$ cat config.mk
export PLATFORM = sky130hd
export DESIGN_NAME = bridge_drv
export DESIGN_NICKNAME = d
export VERILOG_FILES = /design/src/rtl/bridge_drv.sv
export SDC_FILE = /design/constraint.sdc
export NUM_CORES = 1
export LEC_CHECK = 0
export ABC_CLOCK_PERIOD_IN_PS = 6700
export BUFFER_PORTS_ARGS = -buffer_cell sky130_fd_sc_hd__clkbuf_2
export CORE_MARGIN = 1.5
export CORE_UTILIZATION = 25
export CTS_CLUSTER_DIAMETER = 60
export CTS_CLUSTER_SIZE = 20
export DETAILED_ROUTE_END_ITERATION = 7
export SLEW_MARGIN = 30
export SYNTH_ARGS = -nofsm -noshare
export SYNTH_HDL_FRONTEND = slang
export SYNTH_SLANG_ARGS = --single-unit
export TNS_END_PERCENT = 20
$ cat constraint.sdc
create_clock -name clk -period 6.7 [get_ports clk]
set_clock_uncertainty 0.15 [all_clocks]
set_input_delay 0.335 -clock clk [delete_from_list [all_inputs] [get_ports clk]]
set_output_delay 0.335 -clock clk [all_outputs]
set_load 0.005 [all_outputs]
$ cat src/rtl/bridge_drv.sv
// Purpose : DRSSTC half-bridge gate driver. Dead time at every commutation, bursts start/stop on feedback edges, on-time limit, watchdog, latched OCD.
// Latency : gates/busy/fault are registered and reflect the state entered at that edge; en/ocd pass a 2-flop synchroniser first (en rise -> busy = 3 clk).
// Backpressure: none; free-running output stage. Optional macro BRIDGE_DRV_HALFCYCLE_CNT_EN adds the halfcycles burst counter output.
module bridge_drv #(
    parameter int DEADTIME_MAX   = 255,
    parameter int ONTIME_MAX     = 65535,
    parameter int HALFPERIOD_MAX = 1023
) (
    input  logic                                  clk,
    input  logic                                  rst_n,
    input  logic                                  sgn_pre,
    input  logic                                  en,
    input  logic                                  ocd,
    input  logic [$clog2(DEADTIME_MAX+1)-1:0]     deadtime,
    input  logic [$clog2(ONTIME_MAX+1)-1:0]       ontime,
    output logic                                  gate_a,
    output logic                                  gate_b,
    output logic                                  busy,
    output logic                                  fault
`ifdef BRIDGE_DRV_HALFCYCLE_CNT_EN
    , output logic [$clog2(ONTIME_MAX+1)-1:0]     halfcycles
`endif
);

    localparam int DW = $clog2(DEADTIME_MAX + 1);
    localparam int OW = $clog2(ONTIME_MAX + 1);
    localparam int WW = $clog2(HALFPERIOD_MAX + 1);

    localparam logic [OW-1:0] OTC_MAX = OW'(ONTIME_MAX);
    // Last watchdog count value still spent in DRIVE; DRIVE lasts HALFPERIOD_MAX cycles without an edge.
    localparam logic [WW-1:0] WD_LAST = WW'(HALFPERIOD_MAX - 1);

    typedef enum logic [1:0] {
        ST_IDLE  = 2'd0,
        ST_DEAD  = 2'd1,
        ST_DRIVE = 2'd2,
        ST_FAULT = 2'd3
    } state_t;

    state_t         state_q, state_d;
    logic           en_meta_q, en_s_q;
    logic           ocd_meta_q, ocd_s_q;
    logic           ph_q, ph_d;
    logic [DW-1:0]  dcnt_q, dcnt_d;
    logic [OW-1:0]  otc_q, otc_d;
    logic [WW-1:0]  wdc_q, wdc_d;
    logic           gate_a_q, gate_a_d;
    logic           gate_b_q, gate_b_d;
    logic           busy_q, busy_d;
    logic           fault_q, fault_d;
    logic           stop_req;
    logic           fb_edge;
    logic [OW-1:0]  otc_inc;
`ifdef BRIDGE_DRV_HALFCYCLE_CNT_EN
    logic [OW-1:0]  hc_q, hc_d;
`endif

    // Two-flop synchronisers for the asynchronous interrupter and overcurrent inputs.
    always_ff @(posedge clk) begin
        if (!rst_n) begin
            en_meta_q  <= 1'b0;
            en_s_q     <= 1'b0;
            ocd_meta_q <= 1'b0;
            ocd_s_q    <= 1'b0;
        end else begin
            en_meta_q  <= en;
            en_s_q     <= en_meta_q;
            ocd_meta_q <= ocd;
            ocd_s_q    <= ocd_meta_q;
        end
    end

    // State, counters and registered outputs.
    always_ff @(posedge clk) begin
        if (!rst_n) begin
            state_q  <= ST_IDLE;
            ph_q     <= 1'b0;
            dcnt_q   <= '0;
            otc_q    <= '0;
            wdc_q    <= '0;
            gate_a_q <= 1'b0;
            gate_b_q <= 1'b0;
            busy_q   <= 1'b0;
            fault_q  <= 1'b0;
        end else begin
            state_q  <= state_d;
            ph_q     <= ph_d;
            dcnt_q   <= dcnt_d;
            otc_q    <= otc_d;
            wdc_q    <= wdc_d;
            gate_a_q <= gate_a_d;
            gate_b_q <= gate_b_d;
            busy_q   <= busy_d;
            fault_q  <= fault_d;
        end
    end

`ifdef BRIDGE_DRV_HALFCYCLE_CNT_EN
    // Half-cycle counter register; holds after the burst until the next start.
    always_ff @(posedge clk) begin
        if (!rst_n) begin
            hc_q <= '0;
        end else begin
            hc_q <= hc_d;
        end
    end

    assign halfcycles = hc_q;
`endif

    // Next-state logic; ocd_s overrides everything, outputs are decoded from the state being entered.
    always_comb begin
        state_d = state_q;
        ph_d    = ph_q;
        dcnt_d  = dcnt_q;
        otc_d   = otc_q;
        wdc_d   = wdc_q;
`ifdef BRIDGE_DRV_HALFCYCLE_CNT_EN
        hc_d    = hc_q;
`endif
        stop_req = !en_s_q || (otc_q >= ontime);
        fb_edge  = (sgn_pre != ph_q);
        otc_inc  = (otc_q == OTC_MAX) ? otc_q : otc_q + OW'(1);

        if (ocd_s_q) begin
            state_d = ST_FAULT;
        end else begin
            case (state_q)
                ST_IDLE: begin
                    if (en_s_q) begin
                        ph_d    = sgn_pre;
                        dcnt_d  = deadtime;
                        otc_d   = '0;
`ifdef BRIDGE_DRV_HALFCYCLE_CNT_EN
                        hc_d    = '0;
`endif
                        state_d = ST_DEAD;
                    end
                end
                ST_DEAD: begin
                    // Phase keeps tracking feedback so DRIVE starts on the current polarity.
                    ph_d  = sgn_pre;
                    otc_d = otc_inc;
                    wdc_d = '0;
                    if (dcnt_q <= DW'(1)) begin
                        state_d = ST_DRIVE;
`ifdef BRIDGE_DRV_HALFCYCLE_CNT_EN
                        if (hc_q != '1) begin
                            hc_d = hc_q + OW'(1);
                        end
`endif
                    end else begin
                        dcnt_d = dcnt_q - DW'(1);
                    end
                end
                ST_DRIVE: begin
                    otc_d = otc_inc;
                    wdc_d = wdc_q + WW'(1);
                    if (fb_edge) begin
                        // A stop is only honoured on a feedback edge, i.e. at a current zero crossing.
                        if (stop_req) begin
                            state_d = ST_IDLE;
                        end else begin
                            ph_d    = sgn_pre;
                            dcnt_d  = deadtime;
                            state_d = ST_DEAD;
                        end
                    end else if (wdc_q == WD_LAST) begin
                        // Feedback lost: abandon the burst quietly, not a fault.
                        state_d = ST_IDLE;
                    end
                end
                ST_FAULT: begin
                    // Latched until the operator also removes enable.
                    if (!en_s_q) begin
                        state_d = ST_IDLE;
                    end
                end
                default: begin
                    state_d = ST_IDLE;
                end
            endcase
        end

        gate_a_d = (state_d == ST_DRIVE) &&  ph_d;
        gate_b_d = (state_d == ST_DRIVE) && !ph_d;
        busy_d   = (state_d == ST_DEAD) || (state_d == ST_DRIVE);
        fault_d  = (state_d == ST_FAULT);
    end

    assign gate_a = gate_a_q;
    assign gate_b = gate_b_q;
    assign busy   = busy_q;
    assign fault  = fault_q;

endmodule

==> results of run 1 <==
[synthesized netlist by cell type, types with 2 or more instances]
cell type and number:
xor2_1 14, xnor2_1 8, a21oi_1 18, ha_1 27, nand2b_1 4, nand4_1 19, and4_1 2, o22ai_1 2
clkbuf_1 7, buf_2 2, and2_1 6, nor3_1 5, nor2_1 35, nor3b_1 2, a21o_1 4, o2111ai_1 3
inv_1 29, and3_1 5, a211oi_1 2, nand2_1 23, o211ai_1 2, nand4b_1 2, or3_1 5, o31a_1 2
dfxtp_1 45, nor2b_1 4, o21ai_0 14, nand3_1 10, o31ai_1 2, mux2i_1 2, or2_2 2, o21a_1 4
[power by group]
part           internal (W)  leakage, nW  switching, W
Combinational     0.0000534        0.861     0.0000790
Clock             0.0000754       0.0447      0.000101
Sequential         0.000282        0.366     0.0000143
Total              0.000411         1.27      0.000194
[cell type report]
| type | instances | area share, % |
|---|---|---|
| Multi-Input combinational cell | 249 | 53.9 |
| Sequential cell | 45 | 28.7 |
| Tap cell | 140 | 5.58 |
| Timing Repair Buffer | 33 | 5.34 |
| Inverter | 29 | 3.47 |
| Clock buffer | 5 | 2.19 |
| Clock inverter | 3 | 0.797 |
[worst max-delay path: stages, from the launching register on]
cell and delay (ns):
dfxtp_1 0.36, ha_1 0.33, nand4_1 0.22, a211o_1 0.30, or3_4 0.42, nand4_1 0.11, nand4b_1 0.16, inv_1 0.10
ha_1 0.17, nand2_1 0.08, nor2b_1 0.13, o31a_1 0.13
[path summary, 6_finish.rpt]
check / depth (start not counted) / startpoint / endpoint / slack, ns
worst max-delay path: 11 / otc_q[15]$_SDFFE_PN0P_ / gate_a$_SDFF_PN0_ / 3.99
worst min-delay path: 2 / ocd / ocd_meta_q$_SDFF_PN0_ / 0.09
worst max register to register: 11 / otc_q[15]$_SDFFE_PN0P_ / gate_a$_SDFF_PN0_ / 3.99
worst min register to register: 1 / ocd_meta_q$_SDFF_PN0_ / ocd_s_q$_SDFF_PN0_ / 0.29
[sequential cells by signal (all words and copies together) (netlist names), 2 cells and up]
| signal | count |
|---|---|
| dcnt_q | 8 |
| state_q | 2 |
| wdc_q | 10 |
| otc_q | 16 |
[metrics by stage]
step	hold WS, ns	total power (W)	area [um2]	worst slack (ns)	util, %
CTS	0.0760	0.000613	3140	3.99	29.2
detailed placement	0.269	0.000434	3040	3.90	28.3
global route	0.0916	0.000642	3140	3.80	29.2
floorplan	0.262	0.000397	2740	4.35	-
finish	0.0889	0.000605	3140	3.99	29.2
global placement	0.269	0.000432	3040	4.02	28.3
[layer usage]
metal  wire [um]  share of wire, %  track usage, %
met5           0                 0               0
met4          64               1.1            3.10
met3         217               3.6            2.54
met2        2800                46            17.9
met1        2970                49            13.6
[kinds of logic (layout without fill, tap and decap cells)]
kind of cell / count (synthesis) / after routing / share of synthesized area [%]
and+or+nand+nor: 127 / 127 / 23.8
AOI/OAI and AO/OA: 70 / 70 / 17.5
DFF: 45 / 45 / 32.9
buffers and inverters: 38 / 70 / 5.30
adders and majority gates: 27 / 27 / 12.3
xor gates and xnor gates: 22 / 22 / 7.04
muxes: 3 / 3 / 1.14
==> impl_metrics.csv, run 1 <==
group,metric,value,unit
placement,routabilityCongestion,0.805,
placement,numPlacedInstances,496,
job,cap_violations,0,
critical_path,critPathArrivalTime,2.82,ns
logic_synthesis,synthCells,332,
power,powerDensity,193,nW/um2
logic_synthesis,ys_top_cells_by_area,"dfxtp_1 33%, ha_1 12%, nor2_1 4.8%, xor2_1 4.5%, nand4_1 4.3%",
clock_tree,clkTransAtPathRegs,0.10,ns
clock_tree,cts_tree,"yes",
critical_path,cp.required,6.81,ns
status,status,"finished clean",
sta,period_needed,2.71,ns
floorplan,num_rows,38,
global_route,grt_antenna_before_repair,0,
sta,max_freq,369,MHz
global_route,grt_pass1_vias,2233,
logic_synthesis,synth_largest_area_cell,"dfxtp_1",
final_layout,areaGrowthSynthToFinish,14.6,%
sta,tightest_slew,0.862,ns
clock_tree,clock-root-buffer,"clkbuf_8",
routing,first_iter_violations,137,
final_layout,multi_input_area,1690,um2
logic_synthesis,ys_ff_latch,45,
logic_synthesis,synth_warnings,0,
routing,drtAntennaViolNets,0,
routing,firstDrtPassIters,4,
logic_synthesis,synth_cell_types,53,
power,ir_drop,94.5,uV
critical_path,crit_path_end_kind,"register",
sta,setup_viol,0,
final_layout,drive_above_1_share,13.2,%
global_route,gr-total-overflow,0,
final_layout,diodes,0,
logic_synthesis,syn_nets,388,
floorplan,start_util,25.5,%
placement,place_hpwl,4.59,mm
logic_synthesis,synth_area,2740,um2
final_layout,ff_latch_area,901,um2
clock_tree,hold_buffers,0,
placement,port_buffers,32,
routing,drc,0,
logic_synthesis,seq_area_frac_synth,32.9,%
routing,routed_wl,6.05,mm
critical_path,crit_path_max_fanout,4,
sta,slew-limit-headroom,42.2,%
global_route,grt.total_usage,10.7,%
sta,slew_viol_final,0,
sta,rsz0062_at_grt,"no",
sta,fin_crit_sh,40.5,%
clock_tree,clk-insertion-delay-late,0.30,ns
logic_synthesis,ys_async_sr_fraction,0,%
final_layout,fill_cells,1191,
final_layout,fin_cells,504,
critical_path,worstSetupStartpointType,"register",
floorplan,fp.coreArea,10700,um2
final_layout,final_common_cell,"dfxtp_1",
clock_tree,clockBufferDepth,2,
critical_path,crit_type,"register to register",
floorplan,io_pins,33,
routing,wl_per_cell,12.0,um
sta,finalSetupTns,0,ns
sta,final_hold_viol_count,0,
final_layout,fin_nets,419,
routing,dr_total_vias,2390,
floorplan,dieHeight,108,um
logic_synthesis,synth_edf_count,0,
routing,vias_per_cell,4.74,
min_path,worstHoldPathType,"primary input to register",
clock_tree,htree_num_levels,2,
logic_synthesis,yosys_most_used_dff,"dfxtp_1",
floorplan,die_area,11600,um2
clock_tree,cts-resized-gates,0,
global_route,grt_first_pass_wirelength,10.0,mm
final_layout,most-common-layout-cells,"45 x dfxtp_1, 35 x nor2_1, 32 x clkbuf_2, 29 x inv_1, 27 x ha_1",
clock_tree,cts_setup_buffers,0,
clock_tree,clock-sinks,45,
floorplan,die_w,108,um
power,p_leak,1.27,nW
logic_synthesis,syn_area_per_cell,8.25,um2
global_route,grt_max_degree,27,
logic_synthesis,synth_top_area_share,32.9,%
clock_tree,cts_buffers,5,
Note: power is estimated with default switching activity, not from simulation.
==> run 2, diff against run 1 <==
--- a/config.mk
+++ b/config.mk
@@ -5,7 +5,7 @@
 export SDC_FILE = /design/constraint.sdc
 export NUM_CORES = 1
 export LEC_CHECK = 0
-export ABC_CLOCK_PERIOD_IN_PS = 6700
+export ABC_CLOCK_PERIOD_IN_PS = 2700
 export BUFFER_PORTS_ARGS = -buffer_cell sky130_fd_sc_hd__clkbuf_2
 export CORE_MARGIN = 1.5
 export CORE_UTILIZATION = 25
==> constraint.sdc (replaced) <==
create_clock -name clk -period 2.7 [get_ports clk]
set_clock_uncertainty 0.15 [all_clocks]
set_input_delay 0.135 -clock clk [delete_from_list [all_inputs] [get_ports clk]]
set_output_delay 0.135 -clock clk [all_outputs]
set_load 0.005 [all_outputs]
==> impl_metrics.csv, run 2 (synthesis gave the netlist of run 1 again) <==
group,metric,value,unit
status,status,"finished clean",
global_route,grt_antenna_before_repair,0,
clock_tree,clockBufferDepth,2,
final_layout,fin_area,3290,um2
clock_tree,cts_tree,"yes",
routing,vias_per_cell,4.75,
clock_tree,clk-insertion-delay-late,0.30,ns
clock_tree,clock-sinks,45,
routing,wl_per_cell,12.1,um
placement,numPlacedInstances,507,
critical_path,worstPathCellList,"ha_1 -> nand4_1 -> a211o_1 -> or3_4 -> nand4_1 -> nand4b_1 -> inv_1 -> ha_2 -> nand2_1 -> nor2b_1 -> o31a_1",
job,cap_violations,0,
final_layout,fin_nets,434,
min_path,worstHoldPathType,"primary input to register",
critical_path,cp_slowest_cell,"dfxtp_4",
power,power.internal,0.00113,W
floorplan,die_w,108,um
routing,drc,0,
power,powerDensity,485,nW/um2
final_layout,drive_above_1_share,18.0,%
final_layout,areaGrowthSynthToFinish,20.2,%
placement,placed_area,3130,um2
final_layout,fin_cells,518,
critical_path,rr_worst_depth,11,
sta,finalSetupTns,0,ns
final_layout,top_register,"otc_q",
sta,final_hold_viol_count,0,
critical_path,cpMostUsedCell,"nand4_1",
routing,routed_wl,6.28,mm
clock_tree,clkTransAtPathRegs,0.09,ns
sta,slew-limit-headroom,66.0,%
final_layout,largestRegisters,"otc_q: 16 flops, wdc_q: 10 flops, dcnt_q: 8 flops",
global_route,gr-total-overflow,0,
sta,setup_viol,0,
global_route,grt_max_degree,27,
power,p_switching,0.000470,W
global_route,grt.total_usage,11.5,%
floorplan,num_rows,38,
placement,port_buffers,32,
placement,place_hpwl,4.77,mm
power,seq_power_share,45.8,%
final_layout,most-common-layout-cells,"40 x dfxtp_1, 35 x nor2_1, 32 x clkbuf_2, 29 x inv_1, 25 x ha_1",
clock_tree,cts_buffers,5,
final_layout,diodes,0,
clock_tree,clock-root-buffer,"clkbuf_8",
power,p_leak,1.35,nW
critical_path,crit_path_end_kind,"register",
final_layout,largest_register_ffs,16,
global_route,grt_pass1_vias,2374,
critical_path,worstSetupStartpointType,"register",
floorplan,die_area,11600,um2
power,p_comb_share,23.1,%
critical_path,r2r_setup_slack,0.1,ns
critical_path,critPathMaxStageDelay,0.37,ns
sta,tightest_slew,0.510,ns
floorplan,dieHeight,108,um
final_layout,fill_cells,1186,
placement,routabilityCongestion,0.832,
routing,dr_total_vias,2463,
critical_path,critPathArrivalTime,2.70,ns
power,ir_drop,164,uV
clock_tree,htree_num_levels,2,
floorplan,io_pins,33,
final_layout,final_common_cell,"dfxtp_1",
critical_path,crit_type,"register to register",
critical_path,rr_endpoint,"gate_a$_SDFF_PN0_",
critical_path,crit_path_max_fanout,4,
power,pwr-share-clk,31.1,%
routing,first_iter_violations,92,
floorplan,fp.coreArea,10700,um2
global_route,grt_first_pass_wirelength,10.8,mm
critical_path,critPathCapture,"gate_a$_SDFF_PN0_",
sta,max_freq,384,MHz
sta,fin_crit_sh,96.5,%
critical_path,r2r-start,"otc_q[13]$_SDFFE_PN0P_",
power,p_sw_share,29.4,%
sta,period_needed,2.60,ns
routing,firstDrtPassIters,5,
sta,slew_viol_final,0,
floorplan,start_util,25.5,%
critical_path,cp-startpoint,"otc_q[13]$_SDFFE_PN0P_",
critical_path,cp.required,2.79,ns
routing,drtAntennaViolNets,0,
==> run 2: metrics by stage <==
stage	setup slack (ns)	power (W)	hold slack, ns	util (%)
after floorplan	0.378	0.000986	0.112	-
after global placement	0.223	0.00110	0.196	29.1
after detailed placement	0.0890	0.00110	0.197	29.1
after CTS	0.0608	0.00161	0.0296	30.3
after global routing	-0.00350	0.00169	0.0545	30.6
final	0.0950	0.00160	0.0321	30.6
==> run 2: how the worst min path moves through the flow <==
| stage | start | to | slack [ns] | depth (start not counted) |
|---|---|---|---|---|
| 2_1_floorplan | en | en_meta_q$_SDFF_PN0_ | 0.11 | 1 |
| 3_3_place_gp | ocd | ocd_meta_q$_SDFF_PN0_ | 0.20 | 2 |
| 3_5_place_dp | en | en_meta_q$_SDFF_PN0_ | 0.20 | 2 |
| 4_1_cts | deadtime[1] | dcnt_q[1]$_SDFFE_PN0P_ | 0.03 | 3 |
| 5_1_grt | deadtime[1] | dcnt_q[1]$_SDFFE_PN0P_ | 0.05 | 3 |
| 6_report | deadtime[1] | dcnt_q[1]$_SDFFE_PN0P_ | 0.03 | 3 |
==> run 2: power by group through the flow <==
stage / logic [W] / clock network (W) / registers (W)
final: 0.000369 / 0.000497 / 0.000731
after global routing: 0.000416 / 0.000540 / 0.000737
after CTS: 0.000363 / 0.000514 / 0.000732
after detailed placement: 0.000358 / 0 / 0.000747
after global placement: 0.000350 / 0 / 0.000747
after floorplan: 0.000246 / 0 / 0.000740
==> run 2: metal layers <==
| metal | track usage, % | up-vias | wire, um |
|---|---|---|---|
| li1 | - | 1276 | - |
| met1 | 15.2 | 1152 | 3150 |
| met2 | 18.9 | 29 | 2850 |
| met3 | 2.72 | 6 | 227 |
| met4 | 3.10 | 0 | 57 |
| met5 | 0 | - | 0 |
==> run 2: repair_timing <==
action | 4_1_cts | 5_1_grt
endpoints found under the setup margin | 0 | 2
setup buffers | 0 | 2
endpoints found under the hold margin | 2 | 0
hold buffers | 2 | 0
resized for setup | 0 | 11
==> run 2: area by class of cell <==
type                            instances  area, um2  share of cell area, %
Clock inverter                          2       35.0                   1.06
Inverter                               29        109                   3.31
Timing Repair Buffer                   48        285                   8.67
Multi-Input combinational cell        249       1710                   51.9
Clock buffer                            5       68.8                   2.09
Sequential cell                        45        910                   27.6
Tap cell                              140        175                   5.32
==> run 2: worst max-delay path, delay by kind of cell, from the launching register on <==
family          cells  cell delay [ns]
compound gates      2             0.45
fa+ha+maj           2             0.47
simple gates        6             0.99
buf+inv             1             0.10
flops               1             0.37
